===== src/rtl/ff_ops_pkg.sv =====
// ff_ops_pkg: op encodings and FSM states for the shared register arbiter
package ff_ops_pkg;
  localparam logic [1:0] OP_LOAD   = 2'b00;
  localparam logic [1:0] OP_SET    = 2'b01;
  localparam logic [1:0] OP_CLEAR  = 2'b10;
  localparam logic [1:0] OP_TOGGLE = 2'b11;
  typedef enum logic [1:0] {
    ST_IDLE = 2'd0,
    ST_EXEC = 2'd1,
    ST_WAIT = 2'd2
  } state_t;
endpackage


===== src/rtl/shared_reg_arbiter_rr_pick.sv =====
// rr_pick: combinational round-robin picker, first set req at or after ptr wins
module rr_pick #(
  parameter int N_REQ = 4,
  localparam int PW = (N_REQ > 1) ? $clog2(N_REQ) : 1
) (
  input  logic [N_REQ-1:0] req,
  input  logic [PW-1:0]    ptr,
  output logic             any,
  output logic [PW-1:0]    idx,
  output logic [N_REQ-1:0] onehot
);
  // walk backwards so the candidate closest to ptr is written last
  always_comb begin
    idx = '0;
    for (int k = N_REQ - 1; k >= 0; k--) begin
      if (req[(int'(ptr) + k) % N_REQ]) idx = PW'((int'(ptr) + k) % N_REQ);
    end
  end
  assign any    = |req;
  assign onehot = any ? {{(N_REQ-1){1'b0}}, 1'b1} << idx : '0;
endmodule


===== src/rtl/shared_reg_arbiter.sv =====
// shared_reg_arbiter: round-robin req/gnt/ack access to one shared JK-style register
module shared_reg_arbiter
  import ff_ops_pkg::*;
#(
  parameter int N_REQ = 4,
  parameter int WIDTH = 8
) (
  input  logic                   clk,
  input  logic                   reset_n,
  input  logic [N_REQ-1:0]       req,
  input  logic [2*N_REQ-1:0]     op,
  input  logic [WIDTH*N_REQ-1:0] arg,
  output logic [N_REQ-1:0]       gnt,
  output logic [N_REQ-1:0]       ack,
  output logic [WIDTH-1:0]       reg_q,
  output logic                   busy
);
  localparam int PW = (N_REQ > 1) ? $clog2(N_REQ) : 1;
  state_t state, state_d;
  logic [PW-1:0] ptr, win, pick_idx;
  logic any;
  logic [N_REQ-1:0] pick_oh, gnt_d, ack_d;
  logic [1:0] cap_op;
  logic [WIDTH-1:0] cap_arg, reg_d;
  logic take;
  rr_pick #(.N_REQ(N_REQ)) u_pick (
    .req(req),
    .ptr(ptr),
    .any(any),
    .idx(pick_idx),
    .onehot(pick_oh)
  );
  assign take = state == ST_IDLE && any;
  always_ff @(posedge clk) begin
    if (!reset_n) begin
      state <= ST_IDLE;
      gnt   <= '0;
      ack   <= '0;
      ptr   <= '0;
      reg_q <= '0;
    end else begin
      state <= state_d;
      gnt   <= gnt_d;
      ack   <= ack_d;
      if (take) ptr <= pick_idx == PW'(N_REQ - 1) ? '0 : pick_idx + 1'b1;
      if (state == ST_EXEC) reg_q <= reg_d;
    end
  end
  // operands are frozen at the grant edge; later op/arg changes are ignored
  always_ff @(posedge clk) begin
    if (take) begin
      win     <= pick_idx;
      cap_op  <= op[2*pick_idx +: 2];
      cap_arg <= arg[WIDTH*pick_idx +: WIDTH];
    end
  end
  always_comb begin
    state_d = state == ST_IDLE ? (any ? ST_EXEC : ST_IDLE)
            : state == ST_EXEC ? ST_WAIT
            : state == ST_WAIT ? (req[win] ? ST_WAIT : ST_IDLE)
            : ST_IDLE;
  end
  always_comb begin
    gnt_d = take ? pick_oh : '0;
    ack_d = state == ST_EXEC ? gnt : '0;
    reg_d = cap_op == OP_LOAD  ? cap_arg
          : cap_op == OP_SET   ? reg_q | cap_arg
          : cap_op == OP_CLEAR ? reg_q & ~cap_arg
          : reg_q ^ cap_arg;
    busy  = state != ST_IDLE;
  end
endmodule


===== config.mk =====
export PLATFORM = sky130hd
export DESIGN_NAME = shared_reg_arbiter
export DESIGN_NICKNAME = d
export VERILOG_FILES = /design/src/rtl/ff_ops_pkg.sv /design/src/rtl/shared_reg_arbiter_rr_pick.sv /design/src/rtl/shared_reg_arbiter.sv
export SDC_FILE = /design/constraint.sdc
export NUM_CORES = 1
export LEC_CHECK = 0
export CAP_MARGIN = 40
export CORE_MARGIN = 2
export CORE_UTILIZATION = 40
export DETAILED_ROUTE_END_ITERATION = 16
export PLACE_DENSITY_LB_ADDON = 0.08
export SLEW_MARGIN = 20
export SYNTH_ARGS = -nofsm -noshare
export SYNTH_HDL_FRONTEND = slang
export SYNTH_SLANG_ARGS = --single-unit

===== constraint.sdc =====
create_clock -name clk -period 3.3 [get_ports clk]
set_input_delay 0.99 -clock clk [delete_from_list [all_inputs] [get_ports clk]]
set_output_delay 0.99 -clock clk [all_outputs]
set_load 0.1 [all_outputs]

* Yosys cells after proc, flatten, opt, wreduce, memory -nomap -nowiden
Cells that the tools add are included.
** Operators by class
- Add/sub/neg operators :: 4
- Divide/modulo/power cells :: 0
- Bitwise operators :: 7
- Multipliers :: 0
- Muxes and demuxes :: 26
- $lt $le $gt $ge :: 5
- Reduce and logical (&&, ||, !) cells :: 10
- Shifts and indexed selects :: 3
- Equality and inequality tests :: 5
** Operator list (number)
- 32-bit by 6-bit indexed part select with 8-bit output :: 1
- 8-bit 2-to-1 mux :: 3
- 2-bit 2-to-1 mux :: 9
- 3-bit by 4-bit < comparator with 1-bit output, second input constant :: 3
- 1-bit binary-select mux with 2-bit select :: 5
- 1-bit 2-to-1 mux :: 9
- 8-bit AND :: 1
- 8-bit inverter :: 1
- 8-bit bitwise OR :: 1
- 8-bit by 4-bit indexed part select with 2-bit output :: 1
- 8-bit bitwise XOR :: 1
- 2-bit equality test, second input constant :: 3
- 2-bit by 3-bit < comparator with 1-bit output, second input constant :: 2
- 2-bit OR reduction :: 3
- 2-bit by 1-bit adder with 2-bit output, second input constant :: 2
- 2-bit adder, second input constant :: 2
- 2-bit by 1-bit equality test with 1-bit output, second input constant :: 2
- 2-bit zero test :: 2
- 4-bit OR reduction :: 1
- 1-bit by 2-bit << shifter with 4-bit output, first input constant :: 1
- 1-bit AND, first input constant :: 3
- 3-bit AND reduction :: 1
- 2-bit AND reduction :: 1
- 2-bit nonzero test :: 1
- 1-bit logical AND :: 1
** Storage, ports and cells
- Memories kept :: 0
- Bits in latches :: 0
- Input port bits :: 46
- Register bits :: 32
- Word-level logic and storage cells :: 68
- Memory bits (writable) :: 0
- Bits in read-only memories :: 0

* Logic depth before layout (Yosys ltp)
Gate-level depths: netlist of run 1.
- Depth in word-level cells :: 12
- Gate-level depth with buffers :: 7
- Mapped depth without buffers :: 6

* Modules after synthesis
From an unflattened synthesis of run 1, not the netlist that was laid out.
** Second synthesis, totals
- Cell total of the unflattened synthesis :: 176
- Area total of the unflattened synthesis :: 2015.7 um^2
** Modules (own cells, without submodules)
- shared_reg_arbiter :: instances 1, area an instance 1818.0 um^2, cells an instance 147
- rr_pick :: instances 1, area an instance 197.7 um^2, cells an instance 29

* Worst setup path before layout of run 1
OpenSTA, ideal clock, no wires.
- Path kind :: input port to flip-flop
- Start :: input port req[0]
- End :: register cap_arg[0], data pin
- Arrival time :: 1.931 ns
- Path slack :: 1.108 ns
- Stages :: 7
- Buffers on the path :: 2
- Path through :: a21o_1 > a21oi_1 > o22a_2 > buf_6 > buf_12 > mux2i_1 > mux2i_1
** Between the ends
- Longest elaborated chain between the ends :: 8
- Elaborated cells between the ends (all ways) :: 16
- Those cells by class :: 1 x shift; 15 x mux
** Ends and longest elaborated chain
- from (decl) :: RTL line shared_reg_arbiter.sv:10 : input logic [N_REQ-1:0] req,
- 1-bit binary-select mux with 2-bit select :: RTL line shared_reg_arbiter_rr_pick.sv:16 : if (req[(int'(ptr) + k) % N_REQ]) idx = PW'((int'(ptr) + k) % N_REQ);
- 1-bit 2-to-1 mux (not written as such) (2 in series) :: RTL line shared_reg_arbiter_rr_pick.sv:16
- 2-bit 2-to-1 mux (3 in series) :: RTL line shared_reg_arbiter_rr_pick.sv:16
- 2-bit 2-to-1 mux * :: RTL line shared_reg_arbiter_rr_pick.sv:16
- 32-bit by 6-bit indexed part select with 8-bit output * :: RTL line shared_reg_arbiter.sv:54 : cap_arg <= arg[WIDTH*pick_idx +: WIDTH];
- to (signal assigned) :: RTL line shared_reg_arbiter.sv:54
- to (decl) :: RTL line shared_reg_arbiter.sv:24 : logic [WIDTH-1:0] cap_arg, reg_d;
Mark *: on every way between the ends. The rest lies on a longest branch, timed or not. The select of a mux whose other input is x is not followed.
A chain may end at the register's enable or synchronous reset.

* Worst setup path in the final report of run 1
- Start :: input port req[0]
- End :: register cap_arg[5], data pin
The elaborated chain is that of the path after synthesis.

==> summary by stage, run 1 <==
Finish
The fraction of final layout cells with drive strength greater than 1 is 0.147. After filler insertion, the fill cell instance count of the layout stands at 437. At the end of the flow, the number of nets in the layout was 312. The synthesis-to-finish area growth is 34.7%. Leaving out fill and tap cells, the most frequent cells in the layout are sky130_fd_sc_hd__clkdlybuf4s50_1 (45), sky130_fd_sc_hd__mux2i_1 (30), sky130_fd_sc_hd__inv_1 (22), sky130_fd_sc_hd__dfxtp_1 (20), sky130_fd_sc_hd__buf_4 (19). The count of non-filler cells in the finished layout is 318. The leading cell type in the layout, fill and taps excluded is sky130_fd_sc_hd__clkdlybuf4s50_1. The count of inserted antenna diode cells is 0.

Clock network
The number of buffers on the longest clock path is 2. Gates resized during post-CTS repair numbered 0. Counting the buffers created by CTS gives 5. For the worst-skew pair, the clock arrives at the later sink with an insertion delay of 0.28 ns.

The number of levels the H-tree was split into is 2. The number of sinks on the clock net is 32. After clock tree synthesis, the clock-pin slew on the worst setup and hold paths is 0.06 ns. TritonCTS built the clock tree.

The cell sitting at the root of the clock tree is a sky130_fd_sc_hd__clkbuf_8. Buffers added to address setup during post-CTS repair amount to 0. The number of hold buffers added after CTS was 0.

Die
Measured along the x axis, the die boundary spans 74.3 um. The initial standard-cell utilization of the core is 0.416. Measured along the y axis, the die boundary spans 74.3 um. The die covers 5520 um^2. In this run the count of I/O pins placed on the die edge is 63. In this run the core area contains 25 standard-cell rows.

The core outline area is 4750 um^2.

Critical path
The critical path's top delay family is compound AO/OA/AOI/OAI gates. The critical path is of the primary input to flip-flop type. The critical path buffer and inverter count is 2. Among the stages of the critical path, the cell type that occurs most often is sky130_fd_sc_hd__mux2i_1. Data on the critical path arrives at its endpoint at 2.70 ns. The maximum fanout along the worst path is 15. The slowest stage cell on the critical path is sky130_fd_sc_hd__clkdlybuf4s50_1. The largest stage delay on the critical path is 0.49 ns.

The critical path goes through clkdlybuf4s50_1 -> a21o_1 -> a21oi_1 -> o22a_2 -> buf_12 -> mux2i_1 -> mux2i_1. The worst setup path is captured at a flip-flop. The worst setup path is launched from a primary input.

For the worst setup path, the data required time is 3.31 ns.

Synth
The portion of the post-synthesis area used by sequential elements is 0.385. The share of synthesized area in the top cell type comes to 0.202. The average cell area after synthesis is 10.5 um^2. Sorting the synthesized cells by area gives the leading types as sky130_fd_sc_hd__dfxtp_1 (20%), sky130_fd_sc_hd__edfxtp_1 (18%), sky130_fd_sc_hd__mux2i_1 (15%), sky130_fd_sc_hd__ha_1 (10%), sky130_fd_sc_hd__inv_1 (4.2%). The net count after synthesis is 250. Synthesis inferred 32 register bits.

The cell taking the most area after synthesis is sky130_fd_sc_hd__dfxtp_1. The cell count after synthesis came out at 188. The number of enable-type register cells in the synthesized netlist is 12.

The synthesis warning total is 0. In this run, distinct cell masters in the synthesized netlist total 35. The netlist area before placement is 1980 um^2. After synthesis, the share of flip-flops with an asynchronous set or reset is 0.

In the synthesized netlist the dominant register cell turns out to be sky130_fd_sc_hd__dfxtp_1.

STA
Headroom to the max-slew limit came out at 0.532. Timing would allow up to 0.371 GHz. Adding up every negative setup slack in the final design gives 0 ns. The final hold violation count came to 0. At the pin with the least slew margin, the transition time is 0.702 ns. The count of final max-slew check failures is 0. Across the routed clock network, the largest skew measured is 0.00457 ns. Dividing the final minimum period by the clock period gives 0.816. The final critical path time including I/O delays and setup is 2.69 ns. Setup repair after global routing left no endpoint under its margin. The number of failing setup endpoints in the final timing report is 0.

Place
During placement, the flow inserted port buffers numbering 62. The final weighted congestion of routability-driven global placement is 0.736. The number of placed instances, taps included, is 310. The detailed placer's ending HPWL is 3030 um.

Detailed routing
The count of TritonRoute iterations in the first routing pass is 4. The wire length per cell is 12.1 um. The via count of the routed design is 1,506.

The total wirelength of the detailed-routed design is 3850 um. The remaining antenna violation count is 0. For this run, design rule violations remaining after detail routing come to 0. The number of DRC markers after the initial detailed-route iteration is 101.

The number of vias per cell after detailed routing is 4.74.

Status
The flow ran to the end, and the final reports show no timing, DRC or antenna violations.

GRT
The number of antenna violations at the first check in global routing came to 0. The first global-routing pass estimated 6310 um of wire. The all-layer global routing usage is 0.152.

The via count of the first global-routing pass came to 1,427. Summed over all layers, the global routing overflow is 0. The largest net degree at the start of global routing is 23.

Pwr
The cell internal power dissipation is 0.000890 W. The clock share of power is 0.191. The net switching share of the total power is 0.385. VDD sags by at most 0.000209 V. Summed over all nets, the switching power comes to 0.000556 W. Dividing total power by cell area gives a power density of 543 nW/um^2. The proportion of power drawn by flip-flops and latches is 0.389. The reported leakage power is 1.23 nW. The relative contribution of combinational cells to total power is 0.420.

Min path
The type of the worst min-delay path is flip-flop to flip-flop.

Flow run
The max-cap violation count is 0.
## flip-flops by register name (all words and copies together) (netlist names)
signal   count
cap_op       2
state        2
cap_arg      8
ptr          2
gnt          4
reg_q        8
win          2
ack          4
## worst paths after layout
path	from	to	slack (ns)	depth (start not counted)
worst min register to register	gnt[1]	ack[1]	0.49	1
worst min-delay path	gnt[1]	ack[1]	0.49	1
worst max register to register	ptr[1]	cap_arg[5]	1.49	6
worst max-delay path	req[0]	cap_arg[5]	0.61	7
## power by group through the flow
stage          clock, W  combinational, W  sequential (W)
2_1_floorplan         0          0.000362        0.000677
3_3_place_gp          0          0.000601        0.000573
3_5_place_dp          0          0.000616        0.000572
4_1_cts        0.000285          0.000618        0.000565
5_1_grt        0.000298          0.000663        0.000576
6_report       0.000276          0.000608        0.000563
## cell type report
cell class                      count  area [um^2]  area share
Clock inverter                      2         7.51     0.00282
Sequential cell                    32          761       0.286
Tap cell                           67         83.8      0.0315
Inverter                           23         86.3      0.0324
Multi-Input combinational cell    123         1040       0.390
Timing Repair Buffer               65          613       0.230
Clock buffer                        6         72.6      0.0272
## synth_stat cells (2+ instances only)
master                     number
sky130_fd_sc_hd__mux2i_1       30
sky130_fd_sc_hd__inv_1         22
sky130_fd_sc_hd__dfxtp_1       20
sky130_fd_sc_hd__ha_1          16
sky130_fd_sc_hd__nand2_1       15
sky130_fd_sc_hd__edfxtp_1      12
sky130_fd_sc_hd__o21ai_0        9
sky130_fd_sc_hd__mux2_2         7
sky130_fd_sc_hd__o211a_1        7
sky130_fd_sc_hd__o211ai_1       7
sky130_fd_sc_hd__a21oi_1        5
sky130_fd_sc_hd__and3_1         4
sky130_fd_sc_hd__clkbuf_1       4
sky130_fd_sc_hd__nor3_1         4
sky130_fd_sc_hd__nor2_1         3
sky130_fd_sc_hd__buf_6          2
sky130_fd_sc_hd__nand2b_1       2
sky130_fd_sc_hd__nor2b_1        2
## per-stage QoR
step,utilization,area [um^2],total power (W),setup slack [ns],hold WS (ns)
after floorplan,-,1980,0.00104,1.11,0.550
after global placement,0.542,2580,0.00117,0.311,0.474
after detailed placement,0.543,2580,0.00119,0.300,0.476
after CTS,0.560,2660,0.00147,0.606,0.496
after global routing,0.560,2660,0.00154,0.479,0.504
final,0.560,2660,0.00145,0.608,0.488
## per-layer routing
| layer | wire [um] | vias up | part of all wire | GRT usage |
|---|---|---|---|---|
| li1 | - | 785 | - | - |
| met1 | 1830 | 663 | 0.48 | 0.199 |
| met2 | 1630 | 52 | 0.42 | 0.222 |
| met3 | 322 | 6 | 0.084 | 0.0678 |
| met4 | 61 | 0 | 0.016 | 0.0595 |
| met5 | 0 | - | 0 | 0 |
## cells by family (layout without fill, tap and decap cells)
group,Yosys count,in the layout,synth area share
muxes,39,39,0.216
AOI/OAI and AO/OA,34,34,0.123
and+or+nand+nor,33,33,0.0803
buffers and inverters,33,96,0.0898
DFF,32,32,0.385
adders and majority gates,16,16,0.101
xor gates and xnor gates,1,1,0.00443
Power figures use the tool's default switching activity.
==> run 2, diff against run 1 <==
clock period = 2.78 ns   (was 3.3 ns; I/O delays follow)
==> run 2 against run 1 <==
  * Global-route usage down 0.074 points
  * Clock skew up 0.0049 ns
  * Largest power group unchanged
  * Critical path type unchanged
  * Critical endpoint unchanged
  * Sequential share of layout area is 0.29 points lower
  * Highest routed layer unchanged
  * Non-clock buffer count grew 1
==> summary by stage, run 2 (synthesis gave the netlist of run 1 again) <==
Place
The congestion estimate from routability-driven global placement came to 0.724. The standard cell area after detailed placement is 2590 um^2. The detailed placer's ending HPWL is 2950 um. In this run the tool buffered the top-level ports with 62 buffer cells.

Critical path
Tracing the worst setup path back leads to its startpoint at req[0]. The largest stage delay on the critical path is 0.50 ns. The startpoint type of the worst setup path is a primary input. The data required time of the worst path is 2.79 ns.

By startpoint and endpoint, the worst setup path is classified as primary input to flip-flop. The worst setup slack for register-to-register paths is 1.13 ns. STA puts the critical path data arrival time at 2.40 ns. The worst register-to-register path has a depth of 6.

The cell type with the highest occurrence count on the critical path is sky130_fd_sc_hd__mux2i_1. The slowest stage cell on the critical path is sky130_fd_sc_hd__clkdlybuf4s50_1. The endpoint of the most critical setup path is cap_arg[5]. The startpoint of the worst-slack reg-to-reg timing path is ptr[1]. Traced cell by cell, the critical path runs through clkdlybuf4s50_1 -> a21o_1 -> a21oi_1 -> o22a_2 -> buf_12 -> mux2i_1 -> mux2i_1. The worst register-to-register path ends at cap_arg[5].

The maximum fanout along the worst path is 25. The worst setup path is captured at a flip-flop.

Pwr
The proportion of power drawn by flip-flops and latches is 0.374. The net switching component of the power is 0.000668 W. The net switching share of the total power is 0.375. The clock share of power is 0.220. The analysis attributes to cell leakage a power of 1.25 nW.

The maximum resistive drop on vdd is 0.000288 V. The share of total power dissipated in combinational logic is 0.406. The cell internal power dissipation is 0.00111 W.

In this run the power density over the cells is 662 nW/um^2.

Finish
The synthesis-to-finish area growth is 36.1%. In the final layout, the registers with the most flip-flops are cap_arg (8), reg_q (8). Of the cells placed in the final design, the portion with a size suffix greater than 1 is 0.159. The count of inserted antenna diode cells is 0.

The fraction of the core area covered by cells at the end of the flow is 0.566. The final instance area is 2690 um^2. The library cells used most frequently in the layout, excluding fill and tap cells, are sky130_fd_sc_hd__clkdlybuf4s50_1 (45), sky130_fd_sc_hd__mux2i_1 (30), sky130_fd_sc_hd__inv_1 (22), sky130_fd_sc_hd__dfxtp_1 (20), sky130_fd_sc_hd__buf_4 (20). After the last flow step, the layout net total stands at 313. The leading cell type in the layout, fill and taps excluded is sky130_fd_sc_hd__clkdlybuf4s50_1.

GRT
For this run, the total global-route usage over all layers was measured as 0.152. The number of antenna violations at the first check in global routing is 0. Global routing finished with a remaining overflow of 0. The largest net degree at the start of global routing is 26. The first-pass GRT wire length is 6400 um. The via count of the first global-routing pass was 1,440.

Clock network
Buffers added to address setup during post-CTS repair amount to 0. Hold repair after CTS inserted 0 buffers. The number of gates resized after CTS was 0. The number of levels the H-tree was split into is 2. After clock tree synthesis, the clock-pin slew on the worst setup and hold paths is 0.06 ns. The clock buffer count from CTS is 5.

The TritonCTS clock tree is yes. The later pin in the worst-skew pair is clocked with a latency of 0.28 ns. The number of buffers on the longest clock path is 2. Counting every sink on the clock net gives 32. Clock tree synthesis selected as its root buffer the cell sky130_fd_sc_hd__clkbuf_8.

Detailed routing
The remaining design rule violation count is 0. The remaining antenna violation count is 0. The number of vias per cell after detailed routing is 4.76. In the final routed layout, each cell accounts on average for 11.9 um. Across all layers, the routed design uses 1,519 vias. The count of TritonRoute iterations in the first routing pass is 4. The total wirelength of the detailed-routed design is 3810 um. The number of DRC markers after the initial detailed-route iteration is 56.

Die
The row count is 25. Pin placement for this block handled 63 I/O pins. The die covers 5520 um^2. The initial utilization of the core area, before any placement, comes to 0.416. The core outline area is 4750 um^2. The die height is 74.3 um. In this run the horizontal extent of the chip is 74.3 um.

STA
The peak clock frequency supported by timing is 0.419 GHz. Setup violations remaining at the end of the flow were counted as 0. The count of final max-slew check failures is 0. The measured slew at the worst slew-check pin is 0.670 ns.

The total negative setup slack is 0 ns. The part of the cycle the worst path needs is 0.858. The worst hold margin is 0.495 ns. Subtracting the final worst setup slack from the clock period gives 2.38 ns. Setup repair after global routing left no endpoint under its margin. The final hold violation count was 0. The headroom to the max-slew limit is 0.554. Clock skew on the completed layout was measured at 0.00946 ns.

Min path
The type of the worst min-delay path is flip-flop to flip-flop.

Status
The run finished with clean final reports.

Flow run
Max-cap violations in this run came to 0.
## run 2: cell types whose count changed in the layout (fill, tap and decap cells not counted)
cell                       delta
sky130_fd_sc_hd__clkinv_1     -2
sky130_fd_sc_hd__buf_4        +1
sky130_fd_sc_hd__clkbuf_8     +2
## run 2: worst min path at each step
stage / cells past startpoint / to / start / slack [ns]
2_1_floorplan: 2 / ptr[1] / ptr[1] / 0.55
5_1_grt: 1 / ack[1] / gnt[1] / 0.53
3_3_place_gp: 1 / ack[3] / gnt[3] / 0.49
4_1_cts: 1 / ack[0] / gnt[0] / 0.50
6_report: 1 / ack[0] / gnt[0] / 0.49
3_5_place_dp: 1 / ack[0] / gnt[0] / 0.48
## run 2: stage by stage
step	std cells	setup WS, ns	total power, W
after global routing	319	0.284	0.00191
after CTS	319	0.401	0.00180
final	319	0.396	0.00178
after global placement	311	0.123	0.00140
after detailed placement	311	0.0980	0.00141
after floorplan	188	0.625	0.00123
## run 2: power groups by stage
stage | Sequential, W | Combinational, W | Clock, W
3_3_place_gp | 0.000679 | 0.000717 | 0
4_1_cts | 0.000668 | 0.000730 | 0.000404
3_5_place_dp | 0.000679 | 0.000726 | 0
2_1_floorplan | 0.000803 | 0.000429 | 0
5_1_grt | 0.000682 | 0.000797 | 0.000428
6_report | 0.000667 | 0.000723 | 0.000392
## run 2: routing by layer
layer / track usage / up-vias / routed length [um]
met4: 0.0615 / 0 / 56
met5: 0 / - / 0
met2: 0.209 / 53 / 1620
met1: 0.214 / 671 / 1880
met3: 0.0569 / 8 / 256
li1: - / 787 / -
## run 2: layout make-up
type                       count  area [um^2]
clock buffer                   8          100
fill                         439         2060
inverter                      23         86.3
multi-input combinational    123         1040
sequential                    32          761
tap                           67         83.8
timing repair buffer          66          621
## run 2: critical path: cells and delay by family
| family | cells | cell delay [ns] |
|---|---|---|
| mux | 2 | 0.32 |
| buf+inv | 2 | 0.69 |
| compound gates | 3 | 0.55 |
==> run 3, diff against run 2 <==
CAP_MARGIN = default   (was 40)
CORE_MARGIN = default   (was 2)
==> run 3 against run 2 <==
  * Flip-flop and latch count stayed put
  * First-iteration DRC count is 7.1% higher
  * Power is 1.2% lower
  * Worst hold slack worse by 0.0016 ns
  * Setup slack better by 0.017 ns
  * Clock skew is 0.0045 ns lower
  * Combinational power is 3% higher
  * Die area is 5.3% lower
  * Final cell count is 0.94% higher
  * Via count is 1.1% higher
  * Maximum frequency is 0.73% higher
  * Non-clock buffer count is 3 higher
  * Largest cell class unchanged
  * Largest power group unchanged
  * Highest routed layer unchanged
==> summary by stage, run 3 (synthesis gave the netlist of run 1 again) <==
Status
The run finished with clean final reports.

Critical path
For this run, the slowest stage of the critical path takes 0.56 ns. The type of element capturing the critical path is a flip-flop. The startpoint identified for the worst register-to-register timing path is state[0]. The slowest stage cell on the critical path is sky130_fd_sc_hd__clkdlybuf4s50_1.

The endpoint identified for the worst register-to-register timing path is cap_arg[3]. Measured in cells, the most critical reg-to-reg path has a length of 3. The worst setup path is launched from a primary input. The setup path with the least slack is of type primary input to flip-flop. For the worst setup path, the data required time is 2.90 ns. In this run the register-to-register setup slack is 1.14 ns. The worst path arrival time is 2.49 ns. The maximum fanout along the worst path is 13. Walking the worst path, the cells encountered are clkdlybuf4s50_1 -> nand2b_1 -> a21oi_1 -> a211o_2 -> inv_2 -> mux2i_1.

STA
Setup repair after global routing left no endpoint under its margin. The count of final max-slew check failures is 0. The final hold violation count came to 0.

Derived from the worst setup path, the maximum achievable clock frequency is 0.422 GHz. The part of the cycle the worst path needs is 0.851. The headroom to the max-slew limit is 0.569. The number of failing setup endpoints in the final timing report is 0. The total negative setup slack is 0 ns. The final critical path time including I/O delays and setup is 2.37 ns. The measured slew at the worst slew-check pin is 0.647 ns.

Once routing completed, OpenROAD measured the worst setup slack at 0.413 ns. Across the routed clock network, the largest skew measured is 0.00499 ns.

Place
The detailed placer's ending HPWL is 2880 um. Summing all placed instances gives a cell area of 2610 um^2. Including well taps, the total number of placed cells is 314. The final weighted congestion of routability-driven global placement is 0.761. The pre-CTS worst setup slack is 0.141 ns. Port buffering added 62 buffers.

Die
The floorplan has 25 rows. The x dimension of the die is 72.3 um. The number of top-level pins is 63.

The die height is 72.3 um. For this configuration, the core starts out at a cell density of 0.416. The core outline area is 4750 um^2. The floorplan die area is 5230 um^2.

GRT
Entering global routing, the biggest net connects 23 pins. For this run, the total global-route usage over all layers was measured as 0.150. met2 is the most crowded layer. In the global route stage, met1 resource usage came out at 0.202. The via count of the first global-routing pass came to 1,391. The number of antenna violations at the first check in global routing came to 0. The first global-routing pass estimated 6010 um of wire.

The met2 layer usage reported by global route is 0.223. The total overflow left after global routing is 0. In the global route stage, met3 resource usage came out at 0.0458.

Clock network
The number of levels the H-tree was split into is 2. Counting the buffers created by CTS gives 5. The TritonCTS clock tree is yes. Clock-pin slew was measured on the worst setup and hold paths at 0.07 ns. After clock tree synthesis, the setup repair step added 0 buffers. The clock drives 32 sinks. In this run, post-CTS hold repair placed 0 buffers. The number of buffers on the longest clock path is 2. The clock tree root driver cell is sky130_fd_sc_hd__clkbuf_8.

In this run, post-CTS repair resized a total of 0 instances. The latest clock arrival within the worst-skew pair is 0.28 ns.

Finish
In the final layout, the registers with the most flip-flops are cap_arg (8), reg_q (8). The final instance area is 2710 um^2. The area of the multi-input gates is 1040 um^2. The fill cell instance count of the final layout is 430. The count of inserted antenna diode cells is 0. Of the cells placed in the final design, the portion with a size suffix greater than 1 is 0.173. The leading cell type in the layout, fill and taps excluded is sky130_fd_sc_hd__clkdlybuf4s50_1.

The count of non-filler cells in the finished layout is 322. Summing all flip-flop and latch instances after layout gives 761 um^2. The number of nets in the layout is 316. In the layout the commonest cells are sky130_fd_sc_hd__clkdlybuf4s50_1 (45), sky130_fd_sc_hd__mux2i_1 (30), sky130_fd_sc_hd__buf_4 (23), sky130_fd_sc_hd__inv_1 (22), sky130_fd_sc_hd__dfxtp_1 (20).

The synthesis-to-finish area growth is 36.8%.

Pwr
The power density of the placed cells is 651 nW/um^2. The worst-case IR drop observed on VDD is 0.000279 V. The reported leakage power is 1.26 nW.

Flow run
The max-cap violation count is 0.

Min path
Along the worst hold path, the cell count comes to 1. The terminating pin of the worst hold path is ack[1]. The type of the worst min-delay path is flip-flop to flip-flop.

The worst hold path begins at gnt[1].

Detailed routing
The detailed router finished its first iteration with 60 violations. The total wirelength of the detailed-routed design is 3630 um. The count of TritonRoute iterations in the first routing pass is 4. The remaining antenna violation count is 0. The wire length per cell is 11.3 um.

The number of vias per cell after detailed routing is 4.77. The via count of the routed design is 1,535. The remaining design rule violation count is 0.
[run 3: cell types whose count changed in the layout (fill, tap and decap cells not counted)]
| cell | delta |
|---|---|
| sky130_fd_sc_hd__clkbuf_1 | -1 |
| sky130_fd_sc_hd__buf_4 | +3 |
| sky130_fd_sc_hd__clkinv_2 | +2 |
| sky130_fd_sc_hd__clkbuf_8 | -1 |
[run 3: worst max-delay path by stage]
stage | depth (start not counted) | startpoint | slack [ns] | end
floorplan | 5 | reg_q[0] | 0.62 | reg_q[0]
global placement | 7 | req[0] | 0.14 | cap_arg[6]
detailed placement | 6 | req[1] | 0.14 | cap_arg[5]
CTS | 6 | req[1] | 0.42 | cap_arg[5]
global route | 7 | req[1] | 0.34 | cap_arg[7]
finish | 6 | req[1] | 0.41 | cap_arg[5]
[run 3: power by group]
part	internal, W	leakage (nW)	switching [W]
Sequential	0.000583	0.283	0.0000703
Combinational	0.000313	0.930	0.000429
Clock	0.000197	0.0510	0.000169
[run 3: metal layers]
metal / part of all wire / up-vias
li1: - / 796
met1: 0.51 / 690
met3: 0.046 / 4
met5: 0 / -
met4: 0.010 / 0
met2: 0.43 / 45
[run 3: critical path, delay by kind of cell]
family	cells	cell delay [ns]
buf+inv	2	0.84
compound gates	2	0.43
mux	1	0.24
simple gates	1	0.13
[run 3: cell type report]
class,count,share of cell area
tap,67,0.0310
timing repair buffer,69,0.238
sequential,32,0.281
inverter,23,0.0319
clock inverter,2,0.00370
clock buffer,6,0.0305
multi-input combinational,123,0.384
[run 3: metrics by stage]
| stage | total power [W] | utilization | hold WS (ns) |
|---|---|---|---|
| after floorplan | 0.00123 | - | 0.550 |
| after global placement | 0.00140 | 0.550 | 0.479 |
| after detailed placement | 0.00141 | 0.550 | 0.478 |
| after CTS | 0.00178 | 0.569 | 0.496 |
| after global routing | 0.00187 | 0.569 | 0.509 |
| final | 0.00176 | 0.569 | 0.493 |
